$ cat config.mk
export PLATFORM = sky130hd
export DESIGN_NAME = mem_arbiter_flat
export DESIGN_NICKNAME = d
export VERILOG_FILES = /design/src/rtl/mem_arbiter_if.sv /design/src/rtl/mem_arbiter.sv /design/src/flat_wrapper.sv
export SDC_FILE = /design/constraint.sdc
export NUM_CORES = 1
export LEC_CHECK = 0
export BUFFER_PORTS_ARGS = -buffer_cell sky130_fd_sc_hd__buf_2
export CORE_AREA = 2 2 119 121
export CTS_CLUSTER_DIAMETER = 100
export CTS_CLUSTER_SIZE = 20
export DETAILED_ROUTE_END_ITERATION = 10
export DIE_AREA = 0 0 121 123
export PLACE_DENSITY = 0.66
export SYNTH_ARGS = -nofsm -noshare
export SYNTH_HDL_FRONTEND = slang
export SYNTH_SLANG_ARGS = --single-unit
$ cat constraint.sdc
create_clock -name clk -period 6.6 [get_ports clk]
set_input_delay 1.98 -clock clk [delete_from_list [all_inputs] [get_ports clk]]
set_output_delay 1.98 -clock clk [all_outputs]
set_load 0.02 [all_outputs]
$ cat src/rtl/mem_arbiter_if.sv
// Bus bundle between the two caches, the arbiter and the word-addressed main memory.
// The slave modport is the arbiter's view; master is the cache/memory side.
interface mem_arbiter_if #(
  parameter int WORD_BITS = 2
);
  logic                 i_req;
  logic [31:0]          i_addr;
  logic                 i_rvalid;
  logic [31:0]          i_rdata;
  logic [WORD_BITS-1:0] i_word;
  logic                 i_done;

  logic                 d_rreq;
  logic [31:0]          d_raddr;
  logic                 d_rvalid;
  logic [31:0]          d_rdata;
  logic [WORD_BITS-1:0] d_word;
  logic                 d_rdone;

  logic                 d_wreq;
  logic [31:0]          d_waddr;
  logic [31:0]          d_wdata;
  logic                 d_wdone;

  logic [31:0]          mem_addr;
  logic [31:0]          mem_wdata;
  logic                 mem_we;
  logic [31:0]          mem_rdata;
  logic                 busy;

  modport slave (
    input  i_req, i_addr, d_rreq, d_raddr, d_wreq, d_waddr, d_wdata, mem_rdata,
    output i_rvalid, i_rdata, i_word, i_done,
    output d_rvalid, d_rdata, d_word, d_rdone, d_wdone,
    output mem_addr, mem_wdata, mem_we, busy
  );

  modport master (
    output i_req, i_addr, d_rreq, d_raddr, d_wreq, d_waddr, d_wdata, mem_rdata,
    input  i_rvalid, i_rdata, i_word, i_done,
    input  d_rvalid, d_rdata, d_word, d_rdone, d_wdone,
    input  mem_addr, mem_wdata, mem_we, busy
  );
endinterface

$ cat src/rtl/mem_arbiter.sv
// Round-robin arbiter sharing one memory port between I-refill, D-refill and D-write-through.
// Refills stream BLOCK_WORDS words from an aligned base; writes take a single cycle.
//
// state  | meaning
// IDLE   | sample requests, grant one side
// IREAD  | instruction-side burst refill in progress
// DREAD  | data-side burst refill in progress
// DWRITE | single-word write-through on the memory port
module mem_arbiter #(
  parameter int BLOCK_WORDS = 4,
  parameter int WORD_BITS   = 2
) (
  input  logic clk,
  input  logic rst,
  mem_arbiter_if.slave bus
);
  typedef enum logic [1:0] {IDLE, IREAD, DREAD, DWRITE} state_t;

  localparam logic [WORD_BITS-1:0] CNT_LAST = WORD_BITS'(BLOCK_WORDS - 1);

  state_t               state, state_n;
  logic [WORD_BITS-1:0] cnt, cnt_n;
  logic                 last, last_n;
  logic [31:0]          addr_q, addr_n;
  logic [31:0]          wdata_q, wdata_n;
  logic                 we_q, we_n;
  logic                 d_pend;
  logic                 burst_end;
  logic                 unused_bits;

  // Offset bits inside a block/word are ignored by construction.
  assign unused_bits = ^{bus.i_addr[WORD_BITS+1:0], bus.d_raddr[WORD_BITS+1:0], bus.d_waddr[1:0]};

  assign d_pend    = bus.d_wreq | bus.d_rreq;
  assign burst_end = (cnt == CNT_LAST);

  always_ff @(posedge clk or posedge rst) begin
    if (rst) begin
      state   <= IDLE;
      cnt     <= '0;
      last    <= 1'b0;
      addr_q  <= '0;
      wdata_q <= '0;
      we_q    <= 1'b0;
    end else begin
      state   <= state_n;
      cnt     <= cnt_n;
      last    <= last_n;
      addr_q  <= addr_n;
      wdata_q <= wdata_n;
      we_q    <= we_n;
    end
  end

  always_comb begin
    state_n = state;
    cnt_n   = cnt;
    last_n  = last;
    addr_n  = addr_q;
    wdata_n = wdata_q;
    we_n    = we_q;
    case (state)
      IDLE: begin
        // On a tie the side opposite to the previous grant wins.
        if (d_pend && (!bus.i_req || !last)) begin
          last_n = 1'b1;
          if (bus.d_wreq) begin
            state_n = DWRITE;
            addr_n  = {bus.d_waddr[31:2], 2'b00};
            wdata_n = bus.d_wdata;
            we_n    = 1'b1;
          end else begin
            state_n = DREAD;
            addr_n  = {bus.d_raddr[31:WORD_BITS+2], {(WORD_BITS+2){1'b0}}};
            cnt_n   = '0;
          end
        end else if (bus.i_req) begin
          last_n  = 1'b0;
          state_n = IREAD;
          addr_n  = {bus.i_addr[31:WORD_BITS+2], {(WORD_BITS+2){1'b0}}};
          cnt_n   = '0;
        end
      end
      IREAD, DREAD: begin
        cnt_n = cnt + WORD_BITS'(1);
        if (burst_end) begin
          state_n = IDLE;
        end else begin
          addr_n = addr_q + 32'd4;
        end
      end
      DWRITE: begin
        we_n    = 1'b0;
        state_n = IDLE;
      end
      default: state_n = IDLE;
    endcase
  end

  assign bus.i_rvalid  = (state == IREAD);
  assign bus.i_rdata   = (state == IREAD) ? bus.mem_rdata : 32'd0;
  assign bus.i_word    = (state == IREAD) ? cnt : '0;
  assign bus.i_done    = (state == IREAD) && burst_end;

  assign bus.d_rvalid  = (state == DREAD);
  assign bus.d_rdata   = (state == DREAD) ? bus.mem_rdata : 32'd0;
  assign bus.d_word    = (state == DREAD) ? cnt : '0;
  assign bus.d_rdone   = (state == DREAD) && burst_end;
  assign bus.d_wdone   = (state == DWRITE);

  assign bus.mem_addr  = addr_q;
  assign bus.mem_wdata = wdata_q;
  assign bus.mem_we    = we_q;
  assign bus.busy      = (state != IDLE);
endmodule

$ cat src/flat_wrapper.sv
// flat-port wrapper written by rule: the top's interface ports become plain ports
module mem_arbiter_flat 
#(
  parameter int BLOCK_WORDS = 4,
  parameter int WORD_BITS   = 2
)
  (clk, rst, bus_i_req, bus_i_addr, bus_d_rreq, bus_d_raddr, bus_d_wreq, bus_d_waddr, bus_d_wdata, bus_mem_rdata, bus_i_rvalid, bus_i_rdata, bus_i_word, bus_i_done, bus_d_rvalid, bus_d_rdata, bus_d_word, bus_d_rdone, bus_d_wdone, bus_mem_addr, bus_mem_wdata, bus_mem_we, bus_busy);
  mem_arbiter_if #(.WORD_BITS(WORD_BITS)) bus_i ();
  input  logic clk;
  input  logic rst;
  input wire logic [$bits(bus_i.i_req)-1:0] bus_i_req;
  input wire logic [$bits(bus_i.i_addr)-1:0] bus_i_addr;
  input wire logic [$bits(bus_i.d_rreq)-1:0] bus_d_rreq;
  input wire logic [$bits(bus_i.d_raddr)-1:0] bus_d_raddr;
  input wire logic [$bits(bus_i.d_wreq)-1:0] bus_d_wreq;
  input wire logic [$bits(bus_i.d_waddr)-1:0] bus_d_waddr;
  input wire logic [$bits(bus_i.d_wdata)-1:0] bus_d_wdata;
  input wire logic [$bits(bus_i.mem_rdata)-1:0] bus_mem_rdata;
  output wire logic [$bits(bus_i.i_rvalid)-1:0] bus_i_rvalid;
  output wire logic [$bits(bus_i.i_rdata)-1:0] bus_i_rdata;
  output wire logic [$bits(bus_i.i_word)-1:0] bus_i_word;
  output wire logic [$bits(bus_i.i_done)-1:0] bus_i_done;
  output wire logic [$bits(bus_i.d_rvalid)-1:0] bus_d_rvalid;
  output wire logic [$bits(bus_i.d_rdata)-1:0] bus_d_rdata;
  output wire logic [$bits(bus_i.d_word)-1:0] bus_d_word;
  output wire logic [$bits(bus_i.d_rdone)-1:0] bus_d_rdone;
  output wire logic [$bits(bus_i.d_wdone)-1:0] bus_d_wdone;
  output wire logic [$bits(bus_i.mem_addr)-1:0] bus_mem_addr;
  output wire logic [$bits(bus_i.mem_wdata)-1:0] bus_mem_wdata;
  output wire logic [$bits(bus_i.mem_we)-1:0] bus_mem_we;
  output wire logic [$bits(bus_i.busy)-1:0] bus_busy;
  assign bus_i.i_req = bus_i_req;
  assign bus_i.i_addr = bus_i_addr;
  assign bus_i.d_rreq = bus_d_rreq;
  assign bus_i.d_raddr = bus_d_raddr;
  assign bus_i.d_wreq = bus_d_wreq;
  assign bus_i.d_waddr = bus_d_waddr;
  assign bus_i.d_wdata = bus_d_wdata;
  assign bus_i.mem_rdata = bus_mem_rdata;
  assign bus_i_rvalid = bus_i.i_rvalid;
  assign bus_i_rdata = bus_i.i_rdata;
  assign bus_i_word = bus_i.i_word;
  assign bus_i_done = bus_i.i_done;
  assign bus_d_rvalid = bus_i.d_rvalid;
  assign bus_d_rdata = bus_i.d_rdata;
  assign bus_d_word = bus_i.d_word;
  assign bus_d_rdone = bus_i.d_rdone;
  assign bus_d_wdone = bus_i.d_wdone;
  assign bus_mem_addr = bus_i.mem_addr;
  assign bus_mem_wdata = bus_i.mem_wdata;
  assign bus_mem_we = bus_i.mem_we;
  assign bus_busy = bus_i.busy;
  mem_arbiter #(.BLOCK_WORDS(BLOCK_WORDS), .WORD_BITS(WORD_BITS)) u_core (.clk(clk), .rst(rst), .bus(bus_i));
endmodule
==> results of run 1 <==
-- report_power, final --
part	switching (mW)	leakage, nW	total (mW)	internal (mW)
clock	0.192	0.138	0.486	0.294
sequential	0.213	0.797	0.850	0.637
combinational	1.20	2.30	1.95	0.753
total	1.60	3.24	3.28	1.68
-- layout by cell type, fill, tap and decap left out, types with 6 or more instances in the layout --
cell,netlist,final
mux2_2,32,32
buf_2,11,291
mux2i_1,29,29
a21oi_1,34,33
a31oi_1,7,7
inv_1,8,7
and3_1,6,6
a211oi_1,18,18
o211ai_1,6,6
o22a_1,11,11
nand3_1,13,13
nand2_1,24,24
nand4_1,12,12
nor2_1,38,38
o21ai_0,12,12
and2_1,70,70
clkbuf_16,0,9
dfrtp_1,68,68
-- routing by layer --
layer | vias up | routed length (um) | GRT usage, %
met5 | - | 0 | 0
met4 | 0 | 291 | 6.977
met3 | 21 | 1093 | 4.244
met2 | 191 | 7720 | 35.22
met1 | 2191 | 6091 | 23.09
li1 | 2326 | - | -
-- synthesized netlist by cell type (all sizes together), types with 7 or more instances --
library cell	instances
a211oi	18
a21oi	34
a31oi	7
and2	70
and3	7
buf	14
clkbuf	21
dfrtp	68
inv	8
mux2	32
mux2i	29
nand2	24
nand3	14
nand4	15
nor2	38
o21ai	13
o22a	12
-- path summary, 6_finish.rpt --
| check | from | end | cells past startpoint |
|---|---|---|---|
| setup reg to reg | u_core.state[0] | u_core.bus.mem_addr[26] | 7 |
| hold / removal | u_core.bus.mem_we | u_core.bus.mem_we | 1 |
| max in group asynchronous | rst | u_core.bus.mem_addr[7] | 3 |
| hold reg to reg | u_core.bus.mem_we | u_core.bus.mem_we | 1 |
| min in group asynchronous | rst | u_core.bus.mem_wdata[28] | 3 |
| setup / recovery | bus_mem_rdata[7] | bus_i_rdata[7] | 3 |
-- logic make-up after synthesis --
logic type / after synthesis / share of synthesized area, %
simple gates: 186 / 23.80
compound gates: 121 / 18.44
flops: 68 / 37.55
mux: 61 / 14.36
buf+inv: 43 / 4.114
fa+ha+maj: 6 / 1.656
other cells: 1 / 0.08275
-- flip-flops by register name, summed over array words and instances, names as in the netlist --
name                  cells
u_core.bus.mem_wdata     32
u_core.state              2
u_core.bus.mem_we         1
u_core.cnt                2
u_core.bus.mem_addr      30
u_core.last               1
-- cell type report --
class / count / share of cell area [%]
clock buffer: 9 / 3.501
antenna: 2 / 0.07779
clock inverter: 7 / 1.167
inverter: 8 / 0.4667
tap: 180 / 3.501
timing repair buffer: 296 / 23.22
sequential: 68 / 26.45
multi-input combinational: 376 / 41.62
-- worst reg2reg max path, delay by kind of cell, from the launching register on --
| family | cells | cell delay (ns) |
|---|---|---|
| adders and majority gates | 1 | 1.00 |
| buffers and inverters | 2 | 0.68 |
| and+or+nand+nor | 1 | 0.46 |
| DFF | 1 | 0.44 |
| AOI/OAI and AO/OA | 3 | 0.44 |
==> impl_metrics.py, run 1 <==
metrics = {
    "cells_and_area": {
        "utilization_pct": 47.27,
        "multiInputGateArea_sq_um": 2678,
        "fillers": 1390,
        "final_cells": 946,
        "ff_latch_area_sq_um": 1702,
        "area_delta_synth_final_pct": 41.97,
        "final_area_sq_um": 6434,
        "final_nets": 930,
        "drive_gt1_share_pct": 47.38,
    },
    "critical_path": {
        "crit_type": "input pin to output port",
        "worstSetupEndpointType": "output port",
        "slowest_delay_ns": 0.15,
        "slowest_stage": "buf_2",
        "cpMostUsedCell": "buf_2",
        "crit_path_max_fanout": 2,
        "cp_num_buf_inv": 2,
        "cp.required_ns": 4.62,
        "cp.arrival_ns": 2.41,
        "ff2ff_setup_slack_ns": 3.45,
        "path_cells": "buf_2 -> and2_1 -> buf_2",
        "path_delay_family": "buffers and inverters",
        "worst_setup_path_start_kind": "input pin",
    },
    "sta": {
        "finalMaxSlewViolations": 0,
        "rsz0062_at_grt": "false",
        "final.period_utilization_pct": 66.45,
        "tightest_slew_ns": 1.188,
        "fin_hold_ws_ns": 0.4945,
        "layout_setup_ws_ns": 2.215,
        "min_period_ns": 4.385,
        "fmax_ghz": 0.2280,
        "fin_setup_tns_ns": 0,
        "slew_headroom_pct": 20.32,
        "setup_viol": 0,
        "fin_worst_skew_ns": 0.005155,
        "hold_viol": 0,
    },
    "grt": {
        "grt-ovfl-total": 0,
        "grt.total_usage_pct": 19.62,
        "grt_pass1_vias": 4312,
        "grt_max_degree": 69,
        "grt_pass1_wl_um": 22650,
        "antenna_found_initial": 3,
    },
    "die": {
        "die_y_um": 123,
        "design.portCount": 304,
        "core_area_sq_um": 13610,
        "initial_core_util_pct": 33.29,
        "fp.dieW_um": 121,
        "die_area_sq_um": 14880,
        "rows": 43,
    },
    "clock_network": {
        "htreeDepth": 3,
        "cts_root_buf": "clkbuf_16",
        "cts_tree": "done",
        "clk_transition_reported_paths_ns": 0.06,
        "postCtsHoldBufs": 0,
        "cts_buffers": 9,
        "clockBufferDepth": 2,
        "cts_sinks": 68,
        "clk_latency_ns": 0.34,
        "post_cts_buffers": 0,
        "cts_resized": 0,
    },
    "power_and_ir_drop": {
        "leakage_nw": 3.238,
        "powerDensity_nw_per_um2": 510.5,
        "power.total_mw": 3.284,
        "irDropWorstVdd_uv": 223.7,
    },
    "place": {
        "place_inst": 928,
        "io_buffers": 291,
        "postPlaceCellArea_sq_um": 6128,
        "dpl.hpwl_um": 11680,
        "post-place-ws_ns": 2.212,
        "gp_congestion": 0.8261,
    },
    "synth": {
        "yosysTopAreaCell": "dfrtp_1",
        "yosysSeqAreaShare_pct": 37.55,
        "synth_edf_count": 0,
        "ys_types": 48,
        "synth-seq-cells": 68,
        "synth_top_area_share_pct": 37.55,
        "postSynthCellCount": 486,
        "yosys_warnings": 0,
        "async_flop_share_pct": 100.0,
        "syn-mean-instance-area_sq_um": 9.325,
        "synthesis.area_sq_um": 4532,
        "synthFlopType": "dfrtp_1",
        "synthTopCellsByArea": "dfrtp_1, and2_1, mux2_2",
    },
    "detailed_routing": {
        "drc": 0,
        "via_count": 4729,
        "drt_first_pass_iters": 4,
        "wirelength_um": 15200,
        "drt-vias-per-instance": 4.999,
        "drtAntennaViolNets": 0,
        "wl_per_cell_um": 16.06,
        "drt_iter0_drc": 175,
    },
    "outcome": {
        "status": "finished clean",
    },
    "flow_run": {
        "maxCapViolCount": 0,
    },
    "worst_hold_path": {
        "hold_path_class": "register to register",
    },
}
(Power assumes the default switching activity.)
==> inputs of run 2 (changes only) <==
- ABC_AREA: unset -> 1
- CORE_AREA: 2 2 119 121 -> 2 2 117 119
- DIE_AREA: 0 0 121 123 -> 0 0 119 121
- PLACE_DENSITY: 0.66 -> 0.72
- clock period: 6.6 -> 4.2 ns (I/O delays scaled with it)
==> impl_metrics.py, run 2 <==
metrics = {
    "sta": {
        "layout_setup_ws_ns": 1.264,
        "setup_viol": 0,
        "finalMaxSlewViolations": 0,
        "slew_headroom_pct": 57.61,
        "fin_hold_ws_ns": 0.4719,
        "fin_setup_tns_ns": 0,
        "fmax_ghz": 0.3406,
        "fin_worst_skew_ns": 0.006318,
        "final.period_utilization_pct": 69.91,
        "hold_viol": 0,
        "min_period_ns": 2.936,
        "rsz0062_at_grt": "false",
        "tightest_slew_ns": 0.6350,
    },
    "cells_and_area": {
        "area_delta_synth_final_pct": 36.51,
        "fillers": 1379,
        "final_nets": 1265,
        "largest_reg_flops": 32,
        "ff_latch_area_sq_um": 1702,
        "mostFrequentLayoutCells": "nand2_1, buf_2, inv_1",
        "drive_gt1_share_pct": 31.67,
        "multiInputGateArea_sq_um": 2623,
    },
    "synth": {
        "yosysMostFrequentCell": "nand2_1",
        "synth_edf_count": 0,
        "yosys_warnings": 0,
        "synthFlopType": "dfrtp_1",
        "yosysTopAreaCell": "dfrtp_1",
        "yosysSeqAreaShare_pct": 33.82,
        "syn-mean-instance-area_sq_um": 6.106,
        "synthesis.area_sq_um": 5031,
        "synth-seq-cells": 68,
        "synthTopCellsByArea": "dfrtp_1, nand2_1, inv_1",
        "synthTopCellsByCount": "nand2_1, inv_1, nor2_1",
        "postSynthCellCount": 824,
        "synth_top_area_share_pct": 33.82,
        "async_flop_share_pct": 100.0,
        "ys_types": 31,
    },
    "critical_path": {
        "crit_path_max_fanout": 2,
        "cp.required_ns": 2.94,
        "crit_type": "input pin to output port",
        "cp.arrival_ns": 1.68,
        "worstSetupEndpointType": "output port",
        "worst_setup_path_start_kind": "input pin",
    },
    "die": {
        "fp.dieW_um": 119,
        "die_y_um": 121,
        "rows": 42,
        "core_area_sq_um": 13090,
        "initial_core_util_pct": 38.45,
        "design.portCount": 304,
        "die_area_sq_um": 14400,
    },
    "detailed_routing": {
        "drt_iter0_drc": 335,
        "wl_per_cell_um": 14.16,
        "drt_first_pass_iters": 4,
        "drt-vias-per-instance": 4.608,
        "via_count": 5884,
        "wirelength_um": 18080,
        "drtAntennaViolNets": 0,
        "drc": 0,
    },
    "clock_network": {
        "htreeDepth": 3,
        "post_cts_buffers": 0,
        "cts_buffers": 9,
        "clk_latency_ns": 0.34,
        "postCtsHoldBufs": 0,
        "cts_root_buf": "clkbuf_16",
        "cts_tree": "done",
        "clockBufferDepth": 2,
        "clk_transition_reported_paths_ns": 0.06,
        "cts_resized": 0,
        "cts_sinks": 68,
    },
    "power_and_ir_drop": {
        "power_frac_clock_pct": 14.3,
        "p_seq_share_pct": 23.6,
        "switching_share_pct": 53.36,
        "powerDensity_nw_per_um2": 801.3,
        "p_comb_share_pct": 62.0,
        "irDropWorstVdd_uv": 416.3,
        "switching_power_mw": 2.937,
        "leakage_nw": 4.331,
        "internal_power_mw": 2.567,
    },
    "place": {
        "dpl.hpwl_um": 14060,
        "gp_congestion": 0.9119,
        "post-place-ws_ns": 0.9351,
        "io_buffers": 291,
    },
    "grt": {
        "grt_max_degree": 52,
        "antenna_found_initial": 6,
        "grt_pass1_wl_um": 27970,
        "grt-ovfl-total": 0,
        "grt_pass1_vias": 5319,
        "grt.total_usage_pct": 24.99,
    },
    "outcome": {
        "status": "finished clean",
    },
    "flow_run": {
        "maxCapViolCount": 0,
    },
    "worst_hold_path": {
        "hold_path_class": "register to register",
    },
}
[run 2: worst paths after layout]
kind / start / end / slack [ns] / cells after the start
max: bus_mem_rdata[2] / bus_i_rdata[2] / 1.26 / 4
min: u_core.bus.mem_wdata[0] / u_core.bus.mem_wdata[0] / 0.47 / 2
max reg2reg: u_core.state[0] / u_core.bus.mem_addr[11] / 1.77 / 10
min reg2reg: u_core.bus.mem_wdata[0] / u_core.bus.mem_wdata[0] / 0.47 / 2
max in group asynchronous: rst / u_core.bus.mem_addr[4] / 2.67 / 3
min in group asynchronous: rst / u_core.bus.mem_wdata[2] / 0.91 / 2
[run 2: metrics by stage]
stage	util [%]	area, sq um	instances	total power, mW
after floorplan	-	5035	825	3.778
after global placement	50.10	6555	1259	4.699
after detailed placement	50.10	6555	1259	4.751
after CTS	52.45	6863	1275	5.561
after global routing	52.47	6865	1276	5.983
final	52.49	6868	1277	5.503
[run 2: power by group through the flow]
stage	Combinational [mW]	Sequential (mW)	Clock, mW
5_1_grt	3.80	1.35	0.837
3_3_place_gp	3.41	1.29	0
6_report	3.41	1.30	0.789
3_5_place_dp	3.45	1.30	0
4_1_cts	3.46	1.30	0.808
2_1_floorplan	2.17	1.61	0
[run 2: area by class of cell]
class / count / share of cell area, %
multi-input combinational: 588 / 38.19
sequential: 68 / 24.78
timing repair buffer: 298 / 22.15
inverter: 129 / 7.123
clock buffer: 9 / 3.279
tap: 176 / 3.206
clock inverter: 7 / 1.202
antenna: 2 / 0.07287
[run 2: critical path: stages]
cell and delay, ns:
buf_2 0.13, nand2_1 0.05, inv_1 0.06, buf_2 0.17
[run 2: per-layer routing]
layer  up-vias  share of wire (%)  track usage [%]
met2       235                 52            46.34
met3        28                8.1            7.472
met1      2569                 38            27.64
met4         2                2.3            6.920
li1       3050                  -                -
met5         -              0.072                0
[run 2: cell families (layout without fill, tap and decap cells)]
logic type / Yosys count / in the layout / synth area share [%]
compound gates: 111 / 111 / 13.13
fa+ha+maj: 6 / 6 / 1.492
flops: 68 / 68 / 33.82
other cells: 1 / 4 / 0.07454
simple gates: 469 / 469 / 37.30
buf+inv: 169 / 443 / 14.18
==> inputs of run 3 (changes only) <==
- ABC_AREA: 1 -> 0
- CORE_AREA: 2 2 117 119 -> 2 2 119 121
- DIE_AREA: 0 0 119 121 -> 0 0 121 123
- PLACE_DENSITY: 0.72 -> 0.66
- clock period: 4.2 -> 3 ns (I/O delays scaled with it)
==> impl_metrics.py, run 3 (synthesis gave the netlist of run 1 again) <==
metrics = {
    "cells_and_area": {
        "layout_commonest_cell": "buf_2",
        "area_delta_synth_final_pct": 45.03,
        "mostFrequentLayoutCells": "buf_2, and2_1, dfrtp_1",
        "drive_gt1_share_pct": 48.13,
        "largest_reg_flops": 32,
        "final_cells": 958,
        "final_nets": 941,
    },
    "sta": {
        "tightest_slew_ns": 0.7162,
        "final.period_utilization_pct": 84.61,
        "rsz0062_at_grt": "false",
        "hold_viol": 0,
        "fin_setup_tns_ns": 0,
        "fin_worst_skew_ns": 0.003697,
        "slew_headroom_pct": 52.07,
        "finalMaxSlewViolations": 0,
        "setup_viol": 0,
        "fmax_ghz": 0.3939,
        "min_period_ns": 2.538,
    },
    "critical_path": {
        "cp.arrival_ns": 1.64,
        "crit_path_max_fanout": 36,
        "cp.required_ns": 2.10,
        "worst_setup_path_start_kind": "register",
        "worstSetupEndpointType": "output port",
        "crit_type": "register to output port",
        "ff2ff_setup_slack_ns": 0.69,
    },
    "die": {
        "core_area_sq_um": 13610,
        "die_y_um": 123,
        "initial_core_util_pct": 33.29,
        "fp.dieW_um": 121,
        "rows": 43,
        "die_area_sq_um": 14880,
        "design.portCount": 304,
    },
    "detailed_routing": {
        "drtAntennaViolNets": 0,
        "wirelength_um": 15010,
        "via_count": 4765,
        "drt-vias-per-instance": 4.974,
        "wl_per_cell_um": 15.67,
        "drt_iter0_drc": 182,
        "drt_first_pass_iters": 4,
        "drc": 0,
    },
    "power_and_ir_drop": {
        "powerDensity_nw_per_um2": 1125,
        "irDropWorstVdd_uv": 472.3,
        "leakage_nw": 3.322,
        "power.total_mw": 7.393,
    },
    "clock_network": {
        "cts_tree": "done",
        "cts_buffers": 9,
        "postCtsHoldBufs": 0,
        "cts_sinks": 68,
        "clk_transition_reported_paths_ns": 0.06,
        "clockBufferDepth": 2,
        "htreeDepth": 3,
        "cts_root_buf": "clkbuf_16",
        "clk_latency_ns": 0.34,
        "cts_resized": 0,
        "post_cts_buffers": 0,
    },
    "grt": {
        "grtUsageMet2_pct": 35.46,
        "grt_pass1_wl_um": 22400,
        "grt_util_met1_pct": 22.37,
        "grt.busiest_layer": "met2",
        "grt-ovfl-total": 0,
        "grt_pass1_vias": 4271,
        "antenna_found_initial": 2,
        "grt_max_degree": 40,
        "globalRouteMet3Util_pct": 3.644,
        "grt.total_usage_pct": 19.41,
    },
    "flow_run": {
        "maxCapViolCount": 0,
    },
    "worst_hold_path": {
        "hold_path_class": "register to register",
    },
    "place": {
        "dpl.hpwl_um": 11930,
        "io_buffers": 291,
        "place_inst": 939,
        "gp_congestion": 0.8149,
    },
    "outcome": {
        "status": "finished clean",
    },
}
-- run 3: final cells by class --
cell class	count	area, sq um
fillers	1340	7039
well taps	180	225.2
inverters	8	30.03
diodes	3	7.507
clock buffers	9	225.2
clock inverters	7	91.34
flip-flops and latches	68	1702
multi-input cells	376	2678
repair buffers	307	1614
-- run 3: final timing paths --
check	start	endpoint	cells past startpoint
setup reg to reg	u_core.state[0]	u_core.bus.mem_addr[30]	6
hold reg to reg	u_core.bus.mem_we	u_core.bus.mem_we	1
min in group asynchronous	rst	u_core.bus.mem_wdata[29]	2
max in group asynchronous	rst	u_core.bus.mem_addr[18]	3
hold / removal	u_core.bus.mem_we	u_core.bus.mem_we	1
setup / recovery	u_core.state[1]	bus_i_rdata[25]	5
-- run 3: report_power, final --
part	switching (mW)	internal, mW
logic	2.63	1.76
clock network	0.406	0.724
registers	0.469	1.40
total	3.51	3.89
-- run 3: critical path: stages (launching register included) --
cell	delay (ns)
dfrtp_1	0.41
inv_1	0.11
ha_1	0.15
buf_4	0.26
and2_1	0.19
buf_2	0.17
-- run 3: metal layers --
metal	up-vias	share of wire, %
met2	199	52
met3	17	7.1
met1	2204	39
li1	2345	-
met5	-	0
met4	0	1.9
-- run 3: stage by stage --
step | worst slack, ns | hold slack (ns) | cell area [sq um] | util, %
after global placement | 0.3684 | 0.4741 | 6248 | 45.91
after global routing | 0.3778 | 0.5096 | 6565 | 48.23
final | 0.4616 | 0.4892 | 6573 | 48.29
after CTS | 0.4464 | 0.4945 | 6565 | 48.23
after detailed placement | 0.3441 | 0.4801 | 6248 | 45.91
after floorplan | 0.3885 | 0.4824 | 4536 | -
